`config.mk`:
```
export PLATFORM = sky130hd
export DESIGN_NAME = rs232_rx
export DESIGN_NICKNAME = d
export VERILOG_FILES = /design/src/rtl/rs232_pkg.sv /design/src/rtl/rs232_baud_tick.sv /design/src/rtl/rs232_rx.sv
export SDC_FILE = /design/constraint.sdc
export NUM_CORES = 1
export LEC_CHECK = 0
export CORE_UTILIZATION = 30
export DETAILED_ROUTE_END_ITERATION = 6
export PLACE_DENSITY = 0.5
export SLEW_MARGIN = 20
export SYNTH_ARGS = -nofsm -noshare
export SYNTH_HDL_FRONTEND = slang
export SYNTH_HIERARCHICAL = 1
export SYNTH_SLANG_ARGS = --single-unit
```
`constraint.sdc`:
```
create_clock -name clk -period 3.5 [get_ports clk]
set_input_delay 0.7 -clock clk [delete_from_list [all_inputs] [get_ports clk]]
set_output_delay 0.7 -clock clk [all_outputs]
set_load 0.02 [all_outputs]
```
`src/rtl/rs232_pkg.sv`:
```
// Shared definitions for the RS-232 receiver and its companion transmitter.
// Holds the receiver state encoding, oversample positions and the divider calculation.
package rs232_pkg;

    typedef enum logic [2:0] {
        IDLE,
        START,
        DATA,
        STOP,
        BREAK
    } rx_state_t;

    localparam logic [3:0] OS_MID_LO = 4'd7;
    localparam logic [3:0] OS_MID    = 4'd8;
    localparam logic [3:0] OS_MID_HI = 4'd9;
    localparam logic [3:0] OS_LAST   = 4'd15;

    // Rounded clk cycles per oversample tick.
    function automatic int calc_div(input longint clk_hz, input longint baud,
                                    input longint oversample);
        longint den;
        den = baud * oversample;
        return int'((clk_hz + den / 2) / den);
    endfunction

endpackage

```
`src/rtl/rs232_baud_tick.sv`:
```
// Oversample tick generator: counts 0..DIV-1 and pulses tick on the last count.
// A synchronous clear restarts the count so ticks align to an external event.
module rs232_baud_tick #(
    parameter int DIV = 2
) (
    input  logic clk,
    input  logic rst_n,
    input  logic clr,
    output logic tick
);

    localparam int CW = (DIV > 2) ? $clog2(DIV) : 1;
    localparam logic [CW-1:0] CNT_LAST = CW'(DIV - 1);

    logic [CW-1:0] cnt_reg;

    always_ff @(posedge clk or negedge rst_n) begin
        if (!rst_n) begin
            cnt_reg <= '0;
        end else if (clr || cnt_reg == CNT_LAST) begin
            cnt_reg <= '0;
        end else begin
            cnt_reg <= cnt_reg + 1'b1;
        end
    end

    assign tick = !clr && (cnt_reg == CNT_LAST);

endmodule

```
`src/rtl/rs232_rx.sv`:
```
// 16x oversampling 8N1 receiver with majority-voted bits, framing-error detection,
// line-idle status and an end-of-packet pulse.
module rs232_rx
    import rs232_pkg::*;
#(
    parameter int CLK_HZ     = 10_000_000,
    parameter int BAUD       = 115_200,
    parameter int OVERSAMPLE = 16,
    parameter int IDLE_BITS  = 16
) (
    input  logic       clk,
    input  logic       rst_n,
    input  logic       rxd,
    output logic [7:0] data,
    output logic       data_valid,
    output logic       framing_err,
    output logic       idle,
    output logic       eop
);

    localparam int DIV      = calc_div(CLK_HZ, BAUD, OVERSAMPLE);
    localparam int IDLE_MAX = IDLE_BITS * OVERSAMPLE;
    localparam int IW       = $clog2(IDLE_MAX + 1);
    localparam logic [IW-1:0] IDLE_SAT = IW'(IDLE_MAX);

    if (DIV < 2) begin : g_div_check
        $error("rs232_rx: clock too slow for BAUD*OVERSAMPLE (DIV < 2)");
    end
    if (OVERSAMPLE != 16) begin : g_os_check
        $error("rs232_rx: only OVERSAMPLE = 16 is supported");
    end

    logic            sync1_reg, rx_s;
    rx_state_t       state_reg, state_next;
    logic [3:0]      os_reg, os_next;
    logic [2:0]      bit_cnt_reg, bit_cnt_next;
    logic [1:0]      samp_reg, samp_next;
    logic [7:0]      shift_reg, shift_next;
    logic [7:0]      data_reg, data_next;
    logic            data_valid_reg, valid_next;
    logic            framing_err_reg, ferr_next;
    logic [IW-1:0]   idle_cnt_reg, idle_cnt_next;
    logic            idle_reg, idle_next;
    logic            eop_reg, eop_next;
    logic            got_byte_reg, got_byte_next;
    logic            tick, div_clr, maj, at_mid_hi, at_last;

    rs232_baud_tick #(.DIV(DIV)) u_tick (
        .clk   (clk),
        .rst_n (rst_n),
        .clr   (div_clr),
        .tick  (tick)
    );

    always_ff @(posedge clk or negedge rst_n) begin
        if (!rst_n) begin
            sync1_reg <= 1'b1;
            rx_s      <= 1'b1;
        end else begin
            sync1_reg <= rxd;
            rx_s      <= sync1_reg;
        end
    end

    // Vote of the samples taken at os=7, os=8 and the live os=9 sample.
    assign maj       = (samp_reg[0] & samp_reg[1]) | (samp_reg[0] & rx_s) | (samp_reg[1] & rx_s);
    assign at_mid_hi = tick && (os_reg == OS_MID_HI);
    assign at_last   = tick && (os_reg == OS_LAST);

    always_comb begin
        state_next   = state_reg;
        os_next      = os_reg;
        bit_cnt_next = bit_cnt_reg;
        samp_next    = samp_reg;
        shift_next   = shift_reg;
        data_next    = data_reg;
        valid_next   = 1'b0;
        ferr_next    = 1'b0;
        div_clr      = 1'b0;

        if (tick && state_reg != IDLE && state_reg != BREAK) begin
            os_next = os_reg + 4'd1;
            if (os_reg == OS_MID_LO) samp_next[0] = rx_s;
            if (os_reg == OS_MID)    samp_next[1] = rx_s;
        end

        case (state_reg)
            IDLE: begin
                if (!rx_s) begin
                    state_next   = START;
                    os_next      = '0;
                    bit_cnt_next = '0;
                    div_clr      = 1'b1;
                end
            end
            START: begin
                if (at_mid_hi && maj) state_next = IDLE;
                else if (at_last)     state_next = DATA;
            end
            DATA: begin
                if (at_mid_hi) shift_next = {maj, shift_reg[7:1]};
                if (at_last) begin
                    bit_cnt_next = bit_cnt_reg + 3'd1;
                    if (bit_cnt_reg == 3'd7) state_next = STOP;
                end
            end
            STOP: begin
                // Leaving at mid-stop lets the next start edge arrive half a bit early.
                if (at_mid_hi) begin
                    if (maj) begin
                        data_next  = shift_reg;
                        valid_next = 1'b1;
                        state_next = IDLE;
                    end else begin
                        ferr_next  = 1'b1;
                        state_next = BREAK;
                    end
                end
            end
            BREAK: begin
                if (rx_s) state_next = IDLE;
            end
            default: state_next = IDLE;
        endcase
    end

    always_comb begin
        idle_cnt_next = idle_cnt_reg;
        if (state_reg != IDLE || !rx_s) begin
            idle_cnt_next = '0;
        end else if (tick && idle_cnt_reg != IDLE_SAT) begin
            idle_cnt_next = idle_cnt_reg + 1'b1;
        end
        idle_next     = (idle_cnt_next == IDLE_SAT);
        eop_next      = idle_next && !idle_reg && got_byte_reg;
        got_byte_next = eop_next ? 1'b0 : (valid_next ? 1'b1 : got_byte_reg);
    end

    always_ff @(posedge clk or negedge rst_n) begin
        if (!rst_n) begin
            state_reg       <= IDLE;
            os_reg          <= '0;
            bit_cnt_reg     <= '0;
            samp_reg        <= '0;
            shift_reg       <= '0;
            data_reg        <= '0;
            data_valid_reg  <= 1'b0;
            framing_err_reg <= 1'b0;
            idle_cnt_reg    <= IDLE_SAT;
            idle_reg        <= 1'b1;
            eop_reg         <= 1'b0;
            got_byte_reg    <= 1'b0;
        end else begin
            state_reg       <= state_next;
            os_reg          <= os_next;
            bit_cnt_reg     <= bit_cnt_next;
            samp_reg        <= samp_next;
            shift_reg       <= shift_next;
            data_reg        <= data_next;
            data_valid_reg  <= valid_next;
            framing_err_reg <= ferr_next;
            idle_cnt_reg    <= idle_cnt_next;
            idle_reg        <= idle_next;
            eop_reg         <= eop_next;
            got_byte_reg    <= got_byte_next;
        end
    end

    assign data        = data_reg;
    assign data_valid  = data_valid_reg;
    assign framing_err = framing_err_reg;
    assign idle        = idle_reg;
    assign eop         = eop_reg;

endmodule

```
==> results of run 1 <==
-- per-layer routing --
metal  up-vias  GRT usage [%]  share of wire [%]
met4         0           3.63                1.4
li1        727              -                  -
met2        12           13.8                 42
met3         5           2.79                2.4
met1       715           15.8                 54
met5         -              0                  0
-- critical path: stages (launching register included) --
cell	delay [ns]
dfrtp_1	0.63
nor4_2	0.10
buf_4	0.18
nor2_1	0.43
nand2_1	0.16
nor3b_2	0.33
and4b_1	0.25
nand2_1	0.13
inv_2	0.18
mux2_1	0.33
-- worst max-delay path by stage --
| stage | endpoint | slack [ns] | depth (start not counted) |
|---|---|---|---|
| floorplan | got_byte_reg$_DFFE_PN0P_ | 1.05 | 9 |
| detailed placement | data[5]$_DFFE_PN0P_ | 0.66 | 9 |
| CTS | data[2]$_DFFE_PN0P_ | 0.65 | 9 |
| finish | data[4]$_DFFE_PN0P_ | 0.66 | 9 |
| global placement | data[5]$_DFFE_PN0P_ | 0.75 | 9 |
| global route | data[5]$_DFFE_PN0P_ | 0.42 | 9 |
-- cell families (layout without fill, tap and decap cells) --
| kind of cell | Yosys count | count (layout) | share of synthesized area [%] |
|---|---|---|---|
| adders and majority gates | 10 | 10 | 5.28 |
| AOI/OAI and AO/OA | 23 | 23 | 6.84 |
| xor gates and xnor gates | 8 | 8 | 3.02 |
| buffers and inverters | 18 | 33 | 3.72 |
| DFF | 47 | 47 | 50.9 |
| muxes | 24 | 24 | 11.6 |
| and+or+nand+nor | 70 | 70 | 18.6 |
-- synth_stat cells, types with 4 or more instances --
master	count
inv_1	9
xor2_1	4
ha_1	9
nand4_1	5
dfrtp_1	43
nand2_1	8
dfstp_2	4
xnor2_1	4
o21ai_0	4
mux2_1	9
nor2b_1	4
a21oi_1	7
mux2_2	11
nor2_1	22
nor3_1	5
nor3b_1	4
-- area by class of cell --
class | instances | share of cell area (%)
clock buffers | 6 | 3.10
clock inverters | 2 | 1.32
inverters | 10 | 1.41
multi-input cells | 135 | 39.7
flip-flops and latches | 47 | 44.4
well taps | 99 | 4.66
repair buffers | 15 | 5.46
-- power breakdown --
group	total, W	internal (W)	switching, W
clock network	0.000421	0.000231	0.000190
registers	0.000548	0.000546	0.00000215
logic	0.0000167	0.00000432	0.0000124
-- per-stage QoR --
step,instance area (sq um),utilization [%]
3_3_place_gp,2540,34.5
2_1_floorplan,2320,-
6_report,2660,36.1
5_1_grt,2660,36.1
3_5_place_dp,2540,34.5
4_1_cts,2660,36.1
==> out/summary.txt, run 1 <==
Pre-CTS WS - 0.661 ns
CP Launch Type - register
Cts bufs inserted - 5
Most common cell after layout, fill and taps aside - dfrtp_1
Remaining routing DRC violations - 0
Final slew viol count - 0
Initial Util - 31.5%
Layout area overhead - 14.5%
Leakage power - 1.20 nW
Number of global-route vias before repair - 1350
CP Data Arrival Time - 3.04 ns
Critical path type - register to register
Post-CTS Setup Inserts - 0
CTS tree - yes
FILL cells - 742
Worst-Skew Late Latency - 0.30 ns
Placed Cells - 306
Post-DP HPWL - 2.68 mm
Vias per cell - 4.65
Sequential area share after synthesis - 50.9%
Tmin final - 2.84 ns
Reg2reg setup slack - 0.66 ns
Final global-route overflow total - 0
Max Cap Viol - 0
Final ANT Viol Nets - 0
Final worst slack - 0.658 ns
Hold Slack - 0.360 ns
YS warnings - 6
Final setup violation count - 0
Core area - 7370 sq um
Routed vias - 1459
Wire length per cell - 12.6 microns
Chip Width - 90.0 microns
Worst min path class - register to register
DRT Wirelength - 3.94 mm
Most frequent cells in the layout - 43 x dfrtp_1, 22 x nor2_1, 13 x clkdlybuf4s50_1
Synthesized area - 2320 sq um
Fraction of registers with async set/reset - 100%
Max clock buf depth - 2
Mapped Cells - 200
Hold_sp - sync1_reg$_DFF_PN1_
Syn avg cell area - 11.6 sq um
Clock tree root buffer cell - clkbuf_8
Hold Fails Final Rpt - 0
Row count - 31
Clk sinks - 47
Hold path depth - 0
VDD IR-drop max - 0.179 mV
Top FF cell, synth - dfrtp_1
Die Area - 8100 sq um
Relative slew slack - 61.4%
CTS Hold Bufs - 0
Layout cell share with drive strength beyond 1 - 17.7%
Power Density - 371 nW/um^2
Io pins - 15
RR Endpoint - data[4]$_DFFE_PN0P_
Placer congestion estimate - 0.742
Port Buffer Count - 14
Critical path peak fanout - 15
DRT Pass-1 Iters - 4
Crit end category - register
Reg area - 1180 sq um
R2R Path Start - state_reg[0]$_DFFE_PN0P_
Clock transition at path regs - 0.09 ns
Critical path origin - state_reg[0]$_DFFE_PN0P_
Synth Register Bits - 47
Largest register FFs - 9
Overall power - 0.000986 W
Synth area leaders - dfrtp_1 46%, mux2_2 5.3%, ha_1 4.8%
Worst-margin pin slew - 0.580 ns
Syn Nets - 212
Detailed Route Iter0 Violations - 36
N_diodes - 0
Multi-input logic area - 1050 sq um
Post-Route Setup TNS - 0 ns
Worst EP required - 3.69 ns
Hold Path End - rx_s$_DFF_PN1_
Post-synth top area cell - dfrtp_1
Initial antenna violation count - 0
Post-synth EDFFs - 0
Layout Cells excl Fill - 314
Outcome - finished clean
RSZ-0062 raised after global routing - no
GRT Overall Usage - 10.4%
F_max - 352 MHz
Synth top area share - 46.3%
Synth unique cells - 51
Setup Skew - 0.00511 ns
NumNets Final - 226
First-pass GRT wire length - 6.71 mm
Die Ht - 90.0 microns
Crit share post-route - 81.2%
Largest net degree at the start of global routing - 48
H-tree depth - 2
Cts repair resizes - 0
Worst Reg-to-Reg Cells - 9
No activity file was read; power rests on OpenSTA's default activity.
==> run 2: changes to the inputs <==
--- a/config.mk
+++ b/config.mk
@@ -7,7 +7,7 @@
 export LEC_CHECK = 0
 export CORE_UTILIZATION = 30
 export DETAILED_ROUTE_END_ITERATION = 6
-export PLACE_DENSITY = 0.5
+export PLACE_DENSITY = 0.52
 export SLEW_MARGIN = 20
 export SYNTH_ARGS = -nofsm -noshare
 export SYNTH_HDL_FRONTEND = slang
==> constraint.sdc (replaced) <==
create_clock -name clk -period 2.3 [get_ports clk]
set_input_delay 0.46 -clock clk [delete_from_list [all_inputs] [get_ports clk]]
set_output_delay 0.46 -clock clk [all_outputs]
set_load 0.02 [all_outputs]
==> out/summary.txt, run 2 (synthesis results as in run 1) <==
Detailed Route Iter0 Violations - 59
DRT Wirelength - 4.03 mm
GRT Overall Usage - 10.9%
Vias per cell - 4.68
Worst-margin pin slew - 0.594 ns
Die Ht - 90.0 microns
Largest register FFs - 9
Met1 usage - 14.7%
CP Launch Type - register
Hold Fails Final Rpt - 0
Initial Util - 31.5%
Final global-route overflow total - 0
Power Density - 532 nW/um^2
Post-Route Setup TNS - 0 ns
Port Buffer Count - 14
CP Data Arrival Time - 2.37 ns
H-tree depth - 2
Critical path type - register to register
Max Cap Viol - 0
Chip Width - 90.0 microns
Largest net degree at the start of global routing - 48
VDD IR-drop max - 0.279 mV
Cts bufs inserted - 5
Relative slew slack - 60.4%
FILL cells - 745
Die Area - 8100 sq um
Most frequent cells in the layout - 43 x dfrtp_1, 21 x nor2_1, 19 x buf_4
Leakage power - 1.28 nW
CTS tree - yes
Clock tree root buffer cell - clkbuf_8
Core area - 7370 sq um
Worst EP required - 2.50 ns
F_max - 460 MHz
Layout area overhead - 20.9%
Critical path peak fanout - 5
Row count - 31
Io pins - 15
Final ANT Viol Nets - 0
Setup Skew - 0.0108 ns
Final worst slack - 0.127 ns
Crit share post-route - 94.5%
Met2 Usage GRT - 16.8%
Placed Cells - 323
First-pass GRT wire length - 7.09 mm
NumNets Final - 244
Hold Slack - 0.234 ns
Critical path origin - u_tick/cnt_reg[0]$_DFF_PN0_
Initial antenna violation count - 0
Overall power - 0.00149 W
Number of global-route vias before repair - 1523
Crit end category - register
Wire length per cell - 12.1 microns
Worst min path class - primary input to asynchronous set/reset pin
Max clock buf depth - 2
Placer congestion estimate - 0.694
Clk sinks - 47
Post-DP HPWL - 2.78 mm
Worst Reg-to-Reg Cells - 9
R2R Path Start - u_tick/cnt_reg[0]$_DFF_PN0_
Layout Cells excl Fill - 332
Routed vias - 1554
Final setup violation count - 0
N_diodes - 0
DRT Pass-1 Iters - 4
CTS Hold Bufs - 0
Met3 Use GR - 2.62%
Tmin final - 2.17 ns
Most common cell after layout, fill and taps aside - dfrtp_1
Clock transition at path regs - 0.09 ns
Remaining routing DRC violations - 0
Layout cell share with drive strength beyond 1 - 24.5%
Worst-Skew Late Latency - 0.31 ns
Top Usage Layer GRT - met2
Pre-CTS WS - 0.0129 ns
Outcome - finished clean
Final slew viol count - 0
==> run 2: cell types whose count changed in the layout (fill, tap and decap cells not counted), sizes merged <==
cell / change
buf: +18
inv: +1
clkbuf: -1
==> run 2: cell type report <==
type | instances | area (sq um) | share of cell area [%]
repair buffers | 33 | 278 | 9.89
flip-flops and latches | 47 | 1180 | 42.1
clock inverters | 3 | 47.5 | 1.69
inverters | 10 | 37.5 | 1.34
clock buffers | 5 | 68.8 | 2.45
well taps | 99 | 124 | 4.41
multi-input cells | 135 | 1070 | 38.1
==> run 2: stage by stage <==
| step | cell area [sq um] | util, % |
|---|---|---|
| 4_1_cts | 2790 | 37.9 |
| 2_1_floorplan | 2330 | - |
| 3_3_place_gp | 2680 | 36.3 |
| 5_1_grt | 2810 | 38.1 |
| 3_5_place_dp | 2680 | 36.3 |
| 6_report | 2810 | 38.1 |
==> run 2: final timing paths <==
| kind | end | slack (ns) |
|---|---|---|
| hold / removal | data[3]$_DFFE_PN0P_ | 0.23 |
| max in group asynchronous | samp_reg[0]$_DFFE_PN0P_ | 1.66 |
| setup / recovery | got_byte_reg$_DFFE_PN0P_ | 0.13 |
| hold reg to reg | rx_s$_DFF_PN1_ | 0.36 |
| setup reg to reg | got_byte_reg$_DFFE_PN0P_ | 0.13 |
| min in group clk | rx_s$_DFF_PN1_ | 0.36 |
==> run 2: layer usage <==
layer  wire [microns]  part of all wire (%)  up-vias
met2             1920                    48       17
li1                 -                     -      763
met1             1950                    48      769
met4               51                   1.3        0
met5                0                     0        -
met3              108                   2.7        5
==> run 2: report_power, final <==
part / leakage [nW] / switching [W] / total, W / internal, W
combinational: 0.609 / 0.0000212 / 0.0000295 / 0.00000828
sequential: 0.614 / 0.00000208 / 0.000833 / 0.000831
clock: 0.0587 / 0.000301 / 0.000630 / 0.000330
total: 1.28 / 0.000324 / 0.00149 / 0.00117
==> run 2: what timing repair did <==
| action | 4_1_cts | 5_1_grt |
|---|---|---|
| gates cloned | 0 | 0 |
| setup endpoints to repair | 1 | 19 |
| setup buffers | 0 | 1 |
| hold endpoints to repair | 0 | 0 |
| gates resized for setup | 0 | 2 |
| pin swaps | 1 | 1 |
==> run 2: worst max-delay path, cell delays in order, from the launching register on <==
cell	delay (ns)
dfrtp_1	0.39
inv_1	0.07
ha_1	0.17
nand2_1	0.09
nor2_4	0.15
nand4_1	0.25
mux2i_1	0.21
a221oi_2	0.32
nand4b_2	0.15
mux2_2	0.27
==> run 3: changes to the inputs <==
--- a/config.mk
+++ b/config.mk
@@ -8,7 +8,7 @@
 export CORE_UTILIZATION = 30
 export DETAILED_ROUTE_END_ITERATION = 6
 export PLACE_DENSITY = 0.52
-export SLEW_MARGIN = 20
+export SLEW_MARGIN = 10
 export SYNTH_ARGS = -nofsm -noshare
 export SYNTH_HDL_FRONTEND = slang
 export SYNTH_HIERARCHICAL = 1
==> constraint.sdc (replaced) <==
create_clock -name clk -period 1.8 [get_ports clk]
set_input_delay 0.36 -clock clk [delete_from_list [all_inputs] [get_ports clk]]
set_output_delay 0.36 -clock clk [all_outputs]
set_load 0.02 [all_outputs]
==> out/summary.txt, run 3 (synthesis results as in run 1) <==
Outcome - finished, violations left
Failing checks - negative setup slack
Post-DP HPWL - 3.04 mm
N_diodes - 0
F_max - 463 MHz
CTS tree - yes
Number of global-route vias before repair - 1670
Worst min path class - primary input to asynchronous set/reset pin
Critical path type - register to register
Worst Reg-to-Reg Cells - 10
Final setup violation count - 24
Largest register FFs - 9
Initial antenna violation count - 0
Reg2reg setup slack - -0.36 ns
Clock transition at path regs - 0.09 ns
DRT Pass-1 Iters - 4
Final slew viol count - 0
Util after Layout - 41.7%
CP Data Arrival Time - 2.35 ns
RR Endpoint - got_byte_reg$_DFFE_PN0P_
First-pass GRT wire length - 7.58 mm
Most frequent cells in the layout - 43 x dfrtp_1, 32 x buf_4, 19 x nor2_1
Largest net degree at the start of global routing - 48
Vias per cell - 4.59
Most common cell after layout, fill and taps aside - dfrtp_1
Hold Fails Final Rpt - 0
Crit share post-route - 120%
Max clock buf depth - 2
NumNets Final - 262
Critical path origin - u_tick/cnt_reg[0]$_DFF_PN0_
Placer congestion estimate - 0.768
Crit end category - register
Io pins - 15
RSZ-0062 raised after global routing - yes
Core area - 7370 sq um
Final worst slack - -0.361 ns
VDD IR-drop max - 0.401 mV
Clock tree root buffer cell - clkbuf_8
Setup Skew - 0.00518 ns
GRT Overall Usage - 11.5%
Port Buffer Count - 14
Critical path peak fanout - 6
H-tree depth - 2
Chip Width - 90.0 microns
Initial Util - 31.5%
CTS Hold Bufs - 0
Row count - 31
Detailed Route Iter0 Violations - 41
Routed vias - 1607
Die Ht - 90.0 microns
DRT Wirelength - 4.37 mm
Max Cap Viol - 0
Relative slew slack - 76.4%
R2R Path Start - u_tick/cnt_reg[0]$_DFF_PN0_
Cts bufs inserted - 5
Power Density - 621 nW/um^2
Worst-Skew Late Latency - 0.30 ns
Final Cell Area - 3070 sq um
Die Area - 8100 sq um
FILL cells - 702
Tmin final - 2.16 ns
Worst-margin pin slew - 0.353 ns
Layout area overhead - 32.4%
Placed instance area - 2800 sq um
CP Launch Type - register
Remaining routing DRC violations - 0
Worst EP required - 1.99 ns
Layout cell share with drive strength beyond 1 - 37.5%
Leakage power - 1.45 nW
Wire length per cell - 12.5 microns
Clk sinks - 47
Final global-route overflow total - 0
Final ANT Viol Nets - 0
run 3: cell types whose count changed in the layout (fill, tap and decap cells not counted), sizes merged:
cell / before / now
buf: 20 / 38
clkdlybuf4s50: 13 / 12
dlygate4sd2: 0 / 1
run 3: worst max path at each step:
stage,to,slack (ns)
floorplan,got_byte_reg$_DFFE_PN0P_,-0.38
global placement,data[2]$_DFFE_PN0P_,-0.52
detailed placement,got_byte_reg$_DFFE_PN0P_,-0.55
CTS,got_byte_reg$_DFFE_PN0P_,-0.29
global route,got_byte_reg$_DFFE_PN0P_,-0.50
finish,got_byte_reg$_DFFE_PN0P_,-0.36
run 3: power breakdown:
group / switching (W) / total, W / internal [W]
registers: 0.00000294 / 0.00106 / 0.00106
logic: 0.0000286 / 0.0000426 / 0.0000139
clock network: 0.000380 / 0.000801 / 0.000421
run 3: cell type report:
type,instances,area (sq um),share of cell area [%]
clock inverter,3,47.5,1.55
timing repair buffer,51,439,14.3
tap,99,124,4.03
multi-input combinational,135,1170,38.2
sequential,47,1180,38.4
clock buffer,5,68.8,2.24
inverter,10,40.0,1.30
run 3: repair_timing:
action / 4_1_cts / 5_1_grt
setup buffers: 6 / 2
pin swaps: 9 / 14
gates resized for setup: 7 / 22
cloned: 0 / 0
endpoints found under the hold margin: 0 / 0
setup endpoints to repair: 39 / 35
run 3: stage by stage:
step	hold slack [ns]	instances	setup TNS, ns	total power (W)	worst slack, ns
finish	0.0232	350	-3.27	0.00191	-0.361
floorplan	0.0644	200	-4.02	0.00110	-0.384
global route	0.0419	350	-7.35	0.00199	-0.502
detailed placement	0.347	336	-11.18	0.00113	-0.549
global placement	0.346	336	-10.41	0.00113	-0.515
CTS	0.0338	349	-2.63	0.00195	-0.292
run 3: metal layers:
metal	vias up	GRT usage, %	share of wire, %
met5	-	0	0
met4	0	4.03	0.75
met3	4	2.88	2.5
met2	15	18.7	47
met1	791	15.0	49
li1	797	-	-
run 3: worst max-delay path, cell delays in order, from the launching register on:
cell and delay [ns]:
dfrtp_1 0.39, inv_1 0.07, ha_2 0.18, nand2_2 0.07, nor2_4 0.17, nand4_1 0.13
buf_6 0.16, mux2i_1 0.12, a221oi_2 0.34, nand4b_2 0.15, mux2_4 0.28
